$ cat src/rtl/instruction_prefetch_pkg.sv
// instruction_prefetch_pkg: line geometry, FSM states and address field helpers
package instruction_prefetch_pkg;
    localparam int LINE_WORDS = 4;
    localparam int LINE_OFFSET_BITS = 4;
    typedef enum logic [1:0] {IDLE, DEMAND, PREFETCH} state_t;
    function automatic logic [1:0] word_index(input logic [LINE_OFFSET_BITS-1:0] offset);
        return offset[3:2];
    endfunction
endpackage

$ cat src/rtl/instruction_prefetch_if.sv
// instruction_prefetch_if: pipeline fetch port plus cache line request port
interface instruction_prefetch_if
    import instruction_prefetch_pkg::*;
#(
    parameter int ADDR_W = 32,
    parameter int INSTR_W = 32
);
    logic [ADDR_W-1:0] Address;
    logic [INSTR_W-1:0] Instruction;
    logic Wait;
    logic [LINE_WORDS*INSTR_W-1:0] PreFetchedInstructions;
    logic PreFetchedWait;
    logic [ADDR_W-1:0] PreFetchedAddress;
    logic PreFetchedRequest;
    modport slave (
        input Address, PreFetchedInstructions, PreFetchedWait,
        output Instruction, Wait, PreFetchedAddress, PreFetchedRequest
    );
    modport master (
        output Address, PreFetchedInstructions, PreFetchedWait,
        input Instruction, Wait, PreFetchedAddress, PreFetchedRequest
    );
endinterface

$ cat src/rtl/instruction_prefetch_line_entry.sv
// prefetch_line_entry: one buffered cache line with tag compare and word select
module prefetch_line_entry
    import instruction_prefetch_pkg::*;
#(
    parameter int TAG_W = 28,
    parameter int INSTR_W = 32
) (
    input  logic clock,
    input  logic reset,
    input  logic fill,
    input  logic [TAG_W-1:0] fill_tag,
    input  logic [LINE_WORDS*INSTR_W-1:0] fill_data,
    input  logic [TAG_W-1:0] lookup_tag,
    input  logic [1:0] word,
    output logic valid,
    output logic [TAG_W-1:0] tag,
    output logic hit,
    output logic [INSTR_W-1:0] instr
);
    logic [LINE_WORDS*INSTR_W-1:0] data;
    always_ff @(posedge clock) begin
        if (reset) valid <= 1'b0;
        else if (fill) valid <= 1'b1;
        if (fill) begin
            tag <= fill_tag;
            data <= fill_data;
        end
    end
    assign hit = valid && tag == lookup_tag;
    assign instr = data[INSTR_W*word +: INSTR_W];
endmodule

$ cat src/rtl/instruction_prefetch.sv
// instruction_prefetch: two-line instruction buffer with demand fetch and next-line prefetch
module instruction_prefetch
    import instruction_prefetch_pkg::*;
#(
    parameter int ADDR_W = 32,
    parameter int INSTR_W = 32
) (
    input logic clock,
    input logic reset,
    instruction_prefetch_if.slave bus
);
    localparam int TAG_W = ADDR_W - LINE_OFFSET_BITS;
    state_t state;
    logic cur, target, any_hit, hit_idx, done, next_present, req;
    logic [1:0] hit, valid, fill;
    logic [TAG_W-1:0] tag [2];
    logic [INSTR_W-1:0] instr [2];
    logic [TAG_W-1:0] addr_tag, next_tag, req_tag;
    assign addr_tag = bus.Address[ADDR_W-1:LINE_OFFSET_BITS];
    assign done = req && !bus.PreFetchedWait;
    for (genvar e = 0; e < 2; e++) begin : g_entry
        assign fill[e] = done && target == 1'(e);
        prefetch_line_entry #(.TAG_W(TAG_W), .INSTR_W(INSTR_W)) u_entry (
            .clock(clock),
            .reset(reset),
            .fill(fill[e]),
            .fill_tag(req_tag),
            .fill_data(bus.PreFetchedInstructions),
            .lookup_tag(addr_tag),
            .word(word_index(bus.Address[LINE_OFFSET_BITS-1:0])),
            .valid(valid[e]),
            .tag(tag[e]),
            .hit(hit[e]),
            .instr(instr[e])
        );
    end
    assign any_hit = |hit;
    assign hit_idx = hit[1];
    // next-line candidate follows the line being hit now, i.e. the entry that becomes cur
    assign next_tag = tag[hit_idx] + TAG_W'(1);
    assign next_present = (valid[0] && tag[0] == next_tag) || (valid[1] && tag[1] == next_tag);
    assign bus.Wait = !any_hit;
    assign bus.Instruction = any_hit ? instr[hit_idx] : '0;
    assign bus.PreFetchedRequest = req;
    assign bus.PreFetchedAddress = {req_tag, LINE_OFFSET_BITS'(0)};
    always_ff @(posedge clock) begin
        if (reset) begin
            state <= IDLE;
            cur <= 1'b0;
            target <= 1'b0;
            req <= 1'b0;
            req_tag <= '0;
        end else begin
            if (any_hit) cur <= hit_idx;
            case (state)
                IDLE: begin
                    if (!any_hit) begin
                        state <= DEMAND;
                        req <= 1'b1;
                        req_tag <= addr_tag;
                        target <= !cur;
                    end else if (!next_present) begin
                        state <= PREFETCH;
                        req <= 1'b1;
                        req_tag <= next_tag;
                        target <= !hit_idx;
                    end
                end
                default: begin
                    if (done) begin
                        state <= IDLE;
                        req <= 1'b0;
                    end
                end
            endcase
        end
    end
endmodule

$ cat src/flat_wrapper.sv
// flat-port wrapper written by rule: the top's interface ports become plain ports
module instruction_prefetch_flat import instruction_prefetch_pkg::*;
#(
    parameter int ADDR_W = 32,
    parameter int INSTR_W = 32
)
  (clock, reset, bus_Address, bus_PreFetchedInstructions, bus_PreFetchedWait, bus_Instruction, bus_Wait, bus_PreFetchedAddress, bus_PreFetchedRequest);
  instruction_prefetch_if #(.ADDR_W(ADDR_W), .INSTR_W(INSTR_W)) bus_i ();
  input logic clock;
  input logic reset;
  input wire logic [$bits(bus_i.Address)-1:0] bus_Address;
  input wire logic [$bits(bus_i.PreFetchedInstructions)-1:0] bus_PreFetchedInstructions;
  input wire logic [$bits(bus_i.PreFetchedWait)-1:0] bus_PreFetchedWait;
  output wire logic [$bits(bus_i.Instruction)-1:0] bus_Instruction;
  output wire logic [$bits(bus_i.Wait)-1:0] bus_Wait;
  output wire logic [$bits(bus_i.PreFetchedAddress)-1:0] bus_PreFetchedAddress;
  output wire logic [$bits(bus_i.PreFetchedRequest)-1:0] bus_PreFetchedRequest;
  assign bus_i.Address = bus_Address;
  assign bus_i.PreFetchedInstructions = bus_PreFetchedInstructions;
  assign bus_i.PreFetchedWait = bus_PreFetchedWait;
  assign bus_Instruction = bus_i.Instruction;
  assign bus_Wait = bus_i.Wait;
  assign bus_PreFetchedAddress = bus_i.PreFetchedAddress;
  assign bus_PreFetchedRequest = bus_i.PreFetchedRequest;
  instruction_prefetch #(.ADDR_W(ADDR_W), .INSTR_W(INSTR_W)) u_core (.clock(clock), .reset(reset), .bus(bus_i));
endmodule
$ cat config.mk
export PLATFORM = sky130hd
export DESIGN_NAME = instruction_prefetch_flat
export DESIGN_NICKNAME = d
export VERILOG_FILES = /design/src/rtl/instruction_prefetch_pkg.sv /design/src/rtl/instruction_prefetch_if.sv /design/src/rtl/instruction_prefetch_line_entry.sv /design/src/rtl/instruction_prefetch.sv /design/src/flat_wrapper.sv
export SDC_FILE = /design/constraint.sdc
export NUM_CORES = 1
export LEC_CHECK = 0
export ABC_AREA = 1
export BUFFER_PORTS_ARGS = -buffer_cell sky130_fd_sc_hd__clkbuf_2
export CAP_MARGIN = 20
export CORE_UTILIZATION = 45
export CTS_CLUSTER_SIZE = 14
export DETAILED_ROUTE_END_ITERATION = 16
export REMOVE_ABC_BUFFERS = 1
export SKIP_LAST_GASP = 1
export SLEW_MARGIN = 0
export SYNTH_ARGS = -nofsm -noshare
export SYNTH_HDL_FRONTEND = slang
export SYNTH_SLANG_ARGS = --single-unit
$ cat constraint.sdc
create_clock -name clock -period 23.8 [get_ports clock]
set_input_delay 5.95 -clock clock [delete_from_list [all_inputs] [get_ports clock]]
set_output_delay 5.95 -clock clock [all_outputs]
set_load 0.03 [all_outputs]
# Yosys cells after proc, flatten, opt, wreduce, memory -nomap -nowiden
# Index checks and enable logic that the tools add are counted.
op_classes:
  addsub: 1
  n_lt_le_gt_ge: 1
  eq_ne: 6
  n_shift: 2
  muxes: 19
  bitwise: 2
  n_reduce_logical: 17
op_table:
  columns: ["op", "count"]
  rows:
  - ["$shiftx 128x8->32", 2]
  - ["$mux 28", 5]
  - ["$mux 32", 4]
  - ["$eq 28x28->1", 4]
  - ["$add 28x1->28 const B", 1]
  - ["$mux 2", 4]
  - ["$logic_and 1x1->1", 7]
  - ["$mux 1", 6]
  - ["$logic_not 1->1", 4]
  - ["$reduce_and 2->1", 2]
  - ["$ne 3x3->1 const B", 1]
  - ["$ge 2x2->1 const B", 1]
  - ["$logic_not 2->1", 1]
  - ["$ne 2x2->1 const B", 1]
  - ["$not 1->2", 1]
  - ["$reduce_bool 2->1", 1]
  - ["$reduce_or 2->1", 1]
  - ["$logic_or 1x1->1", 1]
  - ["$not 1->1", 1]
word_totals:
  reg_bits: 347
  inputBits: 163

# Depth between registers and ports, before layout
# Gate-level depths: netlist (run 1).
depth:
  word_depth: 13
  depth_mapped: 32
  mapped_depth_nobuf: 31

# By module
# Synthesis (run 1) repeated with hierarchy kept, for this count alone.
hier_totals:
  cells_unflattened: 1949
  area_unflattened_um2: 17284.1
modules_own_cells:
  columns: ["mod", "n_inst", "cells_each", "area_each_um2"]
  rows:
  - ["prefetch_line_entry", 2, 494, 6237.2]
  - ["instruction_prefetch", 1, 961, 4809.6]

# Worst setup path before layout (run 1)
# No wires, ideal clock.
synth_timing:
  kind: "input port to output port"
  start: "in bus_Address[30]"
  end: "out bus_Instruction[10]"
  arrival_time_ns: 8.696
  required_time_ns: 17.850
  slack_ns: 9.154
  stages: 14
  n_path_buf: 3
  cell_sequence: "xnor2_1 > nand2_1 > nor2_1 > nand2_1 > nor2_1 > nand2_1 > clkbuf_1 > inv_1 > clkbuf_1 > buf_1 > nor2_1 > nor2_1 > o21ai_0 > a311oi_1"
synth_between:
  elab_chain_cells: 7
  elab_cells_between_ends: 10
synth_lines:
  columns: ["item", "line_no", "text"]
  rows:
  - ["start: declaration", "flat_wrapper.sv:11", "input wire logic [$bits(bus_i.Address)-1:0] bus_Address;"]
  - ["$eq 28x28->1", "instruction_prefetch_line_entry.sv:29", "assign hit = valid && tag == lookup_tag;"]
  - ["$logic_and 1x1->1", "instruction_prefetch_line_entry.sv:29", null]
  - ["$not 1->2 (not written as such)", "instruction_prefetch.sv:43", "assign bus.Instruction = any_hit ? instr[hit_idx] : '0;"]
  - ["$mux 32 (not written as such) (3 in series)", "instruction_prefetch.sv:43", null]
  - ["$mux 32 (*)", "instruction_prefetch.sv:43", null]
  - ["end: declaration", "flat_wrapper.sv:14", "output wire logic [$bits(bus_i.Instruction)-1:0] bus_Instruction;"]
# Every way passes the cells marked *; elsewhere a longest branch is shown, timed or not. The select of a mux whose other input is x is not followed.

# Worst setup path in the final report (run 1)
layout_timing:
  start: "in bus_Address[10]"
  end: "out bus_Instruction[1]"
# Same word-level chain as after synthesis.

==> results.toml, run 1 <==
[run_status]
outcome = "finished clean"

[timing]
peak_clock_frequency_supported_by_timing_mhz = 63.43
timing_worst_slew_pin_value_ns = 1.053
worst_relative_slew_slack = 0.2979
worst_hold_check_slack_ns = 0.4759
final_min_period_over_clock_period = 0.6624
finalWorstPathRequiredPeriod_ns = 15.77
fin_skew_ns = 0.01739
report.final.setup_viol = 0
final-hold-violation-count = 0
tns_ns = 0
rsz_0062_raised_after_global_routing = "false"
final-max-slew-violation-count = 0

[clocking]
cts_tree = "done"
numCtsBuffers = 38
cts.sinks = 347
postcts_resize_cnt = 0
ctsLongestPathBuffers = 3
htree_num_levels = 2
insertion_delay_to_the_later_sink_of_the_worst_skew_pair_ns = 0.56
post-cts-setup-buffer-count = 0
cts.clk_slew.worst_paths_ns = 0.06
holdBufCountCts = 0
root_buffer = "sky130_fd_sc_hd__clkbuf_16"

[layout]
area.growth.synth_to_final_pct = 15.90
layout.cells.most_common = "sky130_fd_sc_hd__nand2_1"
layout.cells.most_common_list = "561 x sky130_fd_sc_hd__nand2_1, 312 x sky130_fd_sc_hd__edfxtp_1, 303 x sky130_fd_sc_hd__nor2_1"
num-fill-cells = 3537
final_core_density = 0.5324
layout-drive-gt1-share = 0.1655
total_area_of_multi_input_combinational_cells_um2 = 6412
seq_area_um2 = 10070
layout.nets = 2334

[route]
post_route_drc = 0
wl_per_cell_um = 20.07
drt_iter0_drc = 1083
routed_wirelength_um = 54460
avgViaCountPerCell = 5.353
dr_total_vias = 14529
ant_nets = 0
detailedRoute.firstPassIterationCount = 8

[synthesis]
ys_async_sr_fraction = 0
yosys_warnings = 0
syn_area_um2 = 17340
synth.lib_cells_used.distinct = 46
avgSynthCellArea_um2 = 8.822
synth_flop_type = "sky130_fd_sc_hd__edfxtp_1"
synth-seq-area-share = 0.5806
synth_enable_flop_cells = 312
syn_inst = 1966
postSynthRegisterBits = 347

[setup_path]
criticalPathCategory = "input port to primary output"
cp-end-kind = "primary output"
cp-start-kind = "input port"
crit_arrival_ns = 9.82
critical_path_peak_fanout = 65
worstPathRequired_ns = 17.85

[grt]
globalRouteTotalUtil = 0.2784
grt_max_degree = 146
first_global_vias = 13883
grt_first_pass_wirelength_um = 81120
grt_antenna_before_repair = 15
grt-ovfl-total = 0

[floorplanning]
placeableCoreArea_um2 = 37760
die_ht_um = 198.3
design.die.area_um2 = 39330
pin_count = 229
initial_util = 0.4594
die_w_um = 198.3
core.rowCount = 71

[power]
design_power_total_mw = 1.375
ir_worst_vdd_uv = 69.01
share_clk_of_total_power = 0.408
p_per_area_nw_per_um2 = 68.39
power_switching_uw = 329.3
cellInternalPower_mw = 1.046
flop_pwr_share = 0.510
power.leakage_nw = 8.346
netSwitchingFraction = 0.2395
share_comb_of_total_power = 0.082

[placement]
gp_routability_congestion = 1.034
hpwl_um = 37340
io_buffer_count = 222

[min_path]
hold_path_class = "flop to flop"

[run]
drv_cap = 0
metrics by stage:
stage               instance area [um^2]  cells  worst slack [ns]
floorplan                          16980   1891             6.677
global placement                   18900   2640             7.753
detailed placement                 18900   2640             7.819
CTS                                20070   2709             7.794
global route                       20100   2712             7.786
finish                             20100   2714             8.035
cell families after synthesis:
logic type,count (synthesis),synth area share
AOI/OAI and AO/OA,213,0.07084
other,1,0.0002162
DFF,347,0.5806
adders and majority gates,1,0.0007213
xor gates and xnor gates,20,0.01010
buffers and inverters,219,0.05245
and+or+nand+nor,1165,0.2851
final cells by class:
cell class                      instances  share of cell area
Antenna cell                            4           0.0004979
Clock buffer                           49             0.04986
Timing Repair Buffer                  239             0.06287
Sequential cell                       347              0.5009
Clock inverter                         20            0.008590
Multi-Input combinational cell       1403              0.3190
Inverter                              141             0.02645
Tap cell                              511             0.03181
critical path, cell delays in order:
cell,delay [ns]
sky130_fd_sc_hd__clkbuf_2,0.12
sky130_fd_sc_hd__xnor2_1,0.58
sky130_fd_sc_hd__nand2_1,0.14
sky130_fd_sc_hd__nor2_1,0.16
sky130_fd_sc_hd__nand2_2,0.12
sky130_fd_sc_hd__nor2_8,0.49
sky130_fd_sc_hd__nand2_4,0.47
sky130_fd_sc_hd__inv_2,0.12
sky130_fd_sc_hd__buf_4,0.64
sky130_fd_sc_hd__nand2_1,0.12
sky130_fd_sc_hd__nand3_1,0.11
sky130_fd_sc_hd__a21oi_1,0.08
sky130_fd_sc_hd__a311oi_1,0.40
sky130_fd_sc_hd__clkbuf_2,0.28
flip-flops by register name (all words and copies together), names as in the netlist:
register                      flops
u_core.g_entry.u_entry.tag       56
u_core.cur                        1
u_core.g_entry.u_entry.valid      2
u_core.target                     1
u_core.req_tag                   28
u_core.g_entry.u_entry.data     256
u_core.bus.PreFetchedRequest      1
u_core.state                      2
metal layers:
layer	GRT usage	part of all wire	vias to the layer above
met5	0	0.0022	-
met4	0.1220	0.040	18
met3	0.07869	0.085	128
met2	0.4565	0.47	546
met1	0.3413	0.41	6766
li1	-	-	7071
synth_stat cells (2+ instances only):
cell type	n	area share
sky130_fd_sc_hd__nand2_1	562	0.12
sky130_fd_sc_hd__o2111ai_1	2	0.0010
sky130_fd_sc_hd__clkinv_1	8	0.0017
sky130_fd_sc_hd__nor2_2	12	0.0043
sky130_fd_sc_hd__o21ai_0	97	0.028
sky130_fd_sc_hd__clkbuf_1	47	0.010
sky130_fd_sc_hd__xnor2_1	14	0.0071
sky130_fd_sc_hd__xor2_1	6	0.0030
sky130_fd_sc_hd__nand2_4	2	0.0013
sky130_fd_sc_hd__a311oi_1	32	0.016
sky130_fd_sc_hd__o21ai_1	25	0.0072
sky130_fd_sc_hd__dfxtp_1	35	0.040
sky130_fd_sc_hd__nand3_1	204	0.059
sky130_fd_sc_hd__inv_2	29	0.0063
sky130_fd_sc_hd__buf_2	2	0.00058
sky130_fd_sc_hd__nor4_1	9	0.0032
sky130_fd_sc_hd__a21oi_1	48	0.014
sky130_fd_sc_hd__nor2_1	305	0.066
sky130_fd_sc_hd__nand3b_1	10	0.0043
sky130_fd_sc_hd__buf_1	15	0.0032
sky130_fd_sc_hd__o21a_1	2	0.00087
sky130_fd_sc_hd__nand4_1	28	0.010
sky130_fd_sc_hd__nor3_1	7	0.0020
sky130_fd_sc_hd__buf_4	6	0.0026
sky130_fd_sc_hd__nand2_2	9	0.0032
sky130_fd_sc_hd__nor2_4	9	0.0058
sky130_fd_sc_hd__inv_1	103	0.022
sky130_fd_sc_hd__nor3b_1	2	0.00087
sky130_fd_sc_hd__edfxtp_1	312	0.54
sky130_fd_sc_hd__buf_6	8	0.0052
path summary, 6_finish.rpt:
check             depth (start not counted)  slack, ns                             start                                end
setup / recovery                         14       8.03                   bus_Address[10]                 bus_Instruction[1]
hold / removal                            0       0.48                u_core.req_tag[24]  u_core.g_entry[1].u_entry.tag[24]
setup reg to reg                         27      17.24  u_core.g_entry[1].u_entry.tag[6]                 u_core.req_tag[15]
hold reg to reg                           0       0.48                u_core.req_tag[24]  u_core.g_entry[1].u_entry.tag[24]
power groups by stage:
stage	logic (mW)	clock network, mW	registers, mW
after floorplan	0.0557	0	0.722
after global placement	0.112	0	0.712
after detailed placement	0.113	0	0.713
after CTS	0.113	0.573	0.701
after global routing	0.125	0.594	0.703
final	0.113	0.561	0.701
Note: power is estimated with default switching activity, not from simulation.
==> inputs of run 2 (changes only) <==
Clock period 23.8 ns to 15.93 ns, I/O delays scaled along.
==> results.toml, run 2 (same netlist as run 1, synthesis figures left out) <==
[grt]
first_global_vias = 13916
grt-ovfl-total = 0
grt_antenna_before_repair = 12
globalRouteTotalUtil = 0.2799
grt_max_degree = 146
grt_first_pass_wirelength_um = 81480

[floorplanning]
core.rowCount = 71
initial_util = 0.4594
die_ht_um = 198.3
design.die.area_um2 = 39330
pin_count = 229
die_w_um = 198.3
placeableCoreArea_um2 = 37760

[layout]
layout-drive-gt1-share = 0.1654
area.growth.synth_to_final_pct = 15.51
layout.cells.most_common = "sky130_fd_sc_hd__nand2_1"
seq_area_um2 = 10070
number_of_flip_flops_under_the_largest_register_name = 256
biggestRegsByFlops = "u_core.g_entry.u_entry.data: 256 flops, u_core.g_entry.u_entry.tag: 56 flops, u_core.req_tag: 28 flops"
top_register = "u_core.g_entry.u_entry.data"
layout.nets = 2334
num-fill-cells = 3627
layout.cells.most_common_list = "561 x sky130_fd_sc_hd__nand2_1, 312 x sky130_fd_sc_hd__edfxtp_1, 303 x sky130_fd_sc_hd__nor2_1"
total_area_of_multi_input_combinational_cells_um2 = 6412

[clocking]
numCtsBuffers = 38
postcts_resize_cnt = 0
cts_tree = "done"
holdBufCountCts = 0
htree_num_levels = 2
cts.sinks = 347
insertion_delay_to_the_later_sink_of_the_worst_skew_pair_ns = 0.55
root_buffer = "sky130_fd_sc_hd__clkbuf_16"
cts.clk_slew.worst_paths_ns = 0.05
ctsLongestPathBuffers = 3
post-cts-setup-buffer-count = 0

[setup_path]
cp-start-kind = "input port"
critical_path_depth = 14
crit_path_start = "bus_Address[10]"
critPathMaxStageDelay_ns = 0.59
critical_path.reg2reg.endpoint = "u_core.req_tag[0]"
timing.rr.start = "u_core.g_entry[1].u_entry.tag[6]"
crit_arrival_ns = 8.19
ff2ff_path_depth = 27
critical_path.top_delay_family = "simple AND/OR/NAND/NOR gates"
path_cells = "clkbuf_2 -> xnor2_1 -> nand2_1 -> nor2_1 -> nand2_2 -> nor2_8 -> nand2_4 -> inv_2 -> buf_4 -> nand2_1 -> nand3_1 -> a21oi_1 -> a311oi_1 -> clkbuf_2"
setup_slack_on_the_worst_flop_to_flop_path_ns = 9.49
cpMaxStageDelayCell = "sky130_fd_sc_hd__inv_2"
cp_num_buf_inv = 4
cp-end-kind = "primary output"
critical_path_peak_fanout = 38
worstPathRequired_ns = 11.95
criticalPathCategory = "input port to primary output"

[timing]
tns_ns = 0
rsz_0062_raised_after_global_routing = "false"
final-max-slew-violation-count = 0
report.final.setup_viol = 0
final-hold-violation-count = 0
finalWorstPathRequiredPeriod_ns = 12.18
fin_skew_ns = 0.01516
timing_worst_slew_pin_value_ns = 1.044
final_min_period_over_clock_period = 0.7643
peak_clock_frequency_supported_by_timing_mhz = 82.13
worst_relative_slew_slack = 0.3042

[route]
drt_iter0_drc = 889
wl_per_cell_um = 20.14
dr_total_vias = 14435
detailedRoute.firstPassIterationCount = 5
ant_nets = 0
routed_wirelength_um = 54570
avgViaCountPerCell = 5.329
post_route_drc = 0

[run]
drv_cap = 0

[power]
p_per_area_nw_per_um2 = 101.0
design_power_total_mw = 2.023
ir_worst_vdd_uv = 103.5
power.leakage_nw = 8.324

[placement]
gp_routability_congestion = 1.057
io_buffer_count = 222
hpwl_um = 37360

[min_path]
min_from = "u_core.req_tag[2]"
hold-path-cell-count = 0
hold-path-endpoint = "u_core.g_entry[1].u_entry.tag[2]"
hold_path_class = "flop to flop"

[run_status]
outcome = "finished clean"
-- run 2: where the power goes --
part / internal, mW / switching (mW)
Clock: 0.453 / 0.353
Sequential: 1.03 / 0.0164
Combinational: 0.0516 / 0.118
-- run 2: layout make-up --
class                           count  area share
Sequential cell                   347      0.5026
Multi-Input combinational cell   1403      0.3201
Timing Repair Buffer              239     0.06245
Clock buffer                       47     0.05071
Tap cell                          511     0.03191
Inverter                          141     0.02654
Clock inverter                     18    0.005309
Antenna cell                        3   0.0003747
-- run 2: worst max-delay path by stage --
stage	to	slack [ns]
floorplan	bus_Instruction[0]	2.74
global placement	bus_Instruction[20]	3.86
detailed placement	bus_Instruction[20]	3.86
CTS	bus_Instruction[20]	3.81
global route	bus_Instruction[20]	3.61
finish	bus_Instruction[20]	3.75
-- run 2: stage by stage --
| step | hold slack, ns | instances | worst slack [ns] | utilization | area (um^2) |
|---|---|---|---|---|---|
| global placement | 0.4533 | 2641 | 3.863 | 0.5007 | 18900 |
| detailed placement | 0.4659 | 2641 | 3.864 | 0.5007 | 18900 |
| global route | 0.4978 | 2708 | 3.614 | 0.5306 | 20030 |
| CTS | 0.4791 | 2706 | 3.809 | 0.5304 | 20030 |
| finish | 0.4798 | 2709 | 3.755 | 0.5306 | 20030 |
| floorplan | 0.4567 | 1891 | 2.742 | - | 16980 |
-- run 2: layer usage --
| layer | routed length [um] | track usage |
|---|---|---|
| met1 | 22330 | 0.3417 |
| met2 | 25910 | 0.4669 |
| met3 | 4083 | 0.07273 |
| met4 | 2123 | 0.1197 |
| met5 | 119 | 0 |
==> inputs of run 3 (changes only) <==
Settings changed: PLACE_DENSITY from default to 0.67.
Clock period 15.93 ns to 11.15 ns, I/O delays scaled along.
==> results.toml, run 3 (same netlist as run 1, synthesis figures left out) <==
[run_status]
outcome = "finished clean"

[route]
ant_nets = 0
wl_per_cell_um = 19.57
post_route_drc = 0
drt_iter0_drc = 1200
avgViaCountPerCell = 5.392
detailedRoute.firstPassIterationCount = 6
dr_total_vias = 14618
routed_wirelength_um = 53060

[layout]
layout-drive-gt1-share = 0.1660
layout.cells.most_common = "sky130_fd_sc_hd__nand2_1"
total_area_of_multi_input_combinational_cells_um2 = 6412
top_register = "u_core.g_entry.u_entry.data"
layout.nets = 2335
layout.cells.most_common_list = "561 x sky130_fd_sc_hd__nand2_1, 312 x sky130_fd_sc_hd__edfxtp_1, 303 x sky130_fd_sc_hd__nor2_1"
seq_area_um2 = 10070
number_of_flip_flops_under_the_largest_register_name = 256
num-fill-cells = 3488
final_core_density = 0.5319
biggestRegsByFlops = "u_core.g_entry.u_entry.data: 256 flops, u_core.g_entry.u_entry.tag: 56 flops, u_core.req_tag: 28 flops"
area.growth.synth_to_final_pct = 15.78

[floorplanning]
core.rowCount = 71
placeableCoreArea_um2 = 37760
initial_util = 0.4594
die_w_um = 198.3
design.die.area_um2 = 39330
pin_count = 229
die_ht_um = 198.3

[power]
power.leakage_nw = 8.349
p_per_area_nw_per_um2 = 145.4
ir_worst_vdd_uv = 183.2

[timing]
worst_relative_slew_slack = 0.2899
final-hold-violation-count = 0
report.final.setup_viol = 0
fin_skew_ns = 0.02310
timing_worst_slew_pin_value_ns = 1.065
rsz_0062_raised_after_global_routing = "false"
tns_ns = 0
peak_clock_frequency_supported_by_timing_mhz = 104.0
final-max-slew-violation-count = 0
finalWorstPathRequiredPeriod_ns = 9.613
final_min_period_over_clock_period = 0.8622

[grt]
grt-ovfl-total = 0
first_global_vias = 13890
globalRouteTotalUtil = 0.2733
grt_antenna_before_repair = 7
grt_first_pass_wirelength_um = 80370
grt_max_degree = 81

[clocking]
postcts_resize_cnt = 0
post-cts-setup-buffer-count = 0
root_buffer = "sky130_fd_sc_hd__clkbuf_16"
insertion_delay_to_the_later_sink_of_the_worst_skew_pair_ns = 0.56
ctsLongestPathBuffers = 3
htree_num_levels = 2
cts.clk_slew.worst_paths_ns = 0.06
holdBufCountCts = 0
numCtsBuffers = 37
cts.sinks = 347
cts_tree = "done"

[setup_path]
worstPathRequired_ns = 8.36
crit_arrival_ns = 6.83
criticalPathCategory = "input port to primary output"
cp-end-kind = "primary output"
cp-start-kind = "input port"
critical_path_peak_fanout = 49

[placement]
gp_routability_congestion = 1.025
io_buffer_count = 222
hpwl_um = 36470

[min_path]
hold_path_class = "flop to flop"

[run]
drv_cap = 0
-- run 3: cell types whose count changed in the layout (fill, tap and decap cells not counted) --
cell / change
sky130_fd_sc_hd__buf_4: +2
sky130_fd_sc_hd__clkbuf_8: +2
sky130_fd_sc_hd__clkinv_2: -2
sky130_fd_sc_hd__diode_2: -2
sky130_fd_sc_hd__buf_12: -1
sky130_fd_sc_hd__buf_16: +1
sky130_fd_sc_hd__bufinv_16: +1
sky130_fd_sc_hd__clkbuf_1: +1
sky130_fd_sc_hd__clkbuf_16: -1
sky130_fd_sc_hd__clkinv_1: +1
-- run 3: critical path, stage by stage --
cell	delay, ns
sky130_fd_sc_hd__clkbuf_2	0.12
sky130_fd_sc_hd__xnor2_1	0.53
sky130_fd_sc_hd__nand2_1	0.13
sky130_fd_sc_hd__nor2_1	0.16
sky130_fd_sc_hd__nand2_2	0.10
sky130_fd_sc_hd__nor2_8	0.40
sky130_fd_sc_hd__nand2_4	0.43
sky130_fd_sc_hd__inv_2	0.88
sky130_fd_sc_hd__buf_4	0.38
sky130_fd_sc_hd__nand2_1	0.08
sky130_fd_sc_hd__nand3_1	0.07
sky130_fd_sc_hd__a21oi_1	0.09
sky130_fd_sc_hd__a311oi_1	0.34
sky130_fd_sc_hd__clkbuf_2	0.27
-- run 3: final cells by class --
| class | count | share of cell area |
|---|---|---|
| inverters | 141 | 0.02648 |
| clock buffers | 49 | 0.05090 |
| clock inverters | 18 | 0.006480 |
| multi-input cells | 1403 | 0.3193 |
| flip-flops and latches | 347 | 0.5014 |
| well taps | 511 | 0.03184 |
| repair buffers | 241 | 0.06343 |
| diodes | 1 | 0.0001246 |
-- run 3: worst paths after layout --
check	start	endpoint	cells after the start	slack, ns
max	bus_Address[10]	bus_Instruction[24]	14	1.54
min	u_core.req_tag[17]	u_core.g_entry[0].u_entry.tag[17]	0	0.48
max reg2reg	u_core.g_entry[1].u_entry.tag[6]	u_core.req_tag[23]	23	5.31
min reg2reg	u_core.req_tag[17]	u_core.g_entry[0].u_entry.tag[17]	0	0.48
-- run 3: power by group --
part	switching (mW)	leakage, nW	internal (mW)
clock network	0.512	0.568	0.671
logic	0.168	4.62	0.0742
registers	0.0237	3.16	1.47
-- run 3: per-layer routing --
| layer | up-vias | global-route usage | part of all wire |
|---|---|---|---|
| li1 | 7080 | - | - |
| met1 | 6807 | 0.3522 | 0.41 |
| met2 | 606 | 0.4389 | 0.47 |
| met3 | 113 | 0.07018 | 0.087 |
| met4 | 12 | 0.1082 | 0.034 |
| met5 | - | 0 | 0.0016 |
-- run 3: through the flow --
stage | instances | setup slack, ns | hold slack, ns | instance area (um^2) | power (mW)
2_1_floorplan | 1891 | 0.3522 | 0.4567 | 16980 | 1.659
6_report | 2711 | 1.537 | 0.4766 | 20080 | 2.920
3_3_place_gp | 2642 | 1.497 | 0.4544 | 18900 | 1.756
5_1_grt | 2711 | 1.236 | 0.4925 | 20080 | 3.016
4_1_cts | 2709 | 1.498 | 0.4778 | 20050 | 2.942
3_5_place_dp | 2642 | 1.523 | 0.4644 | 18900 | 1.762
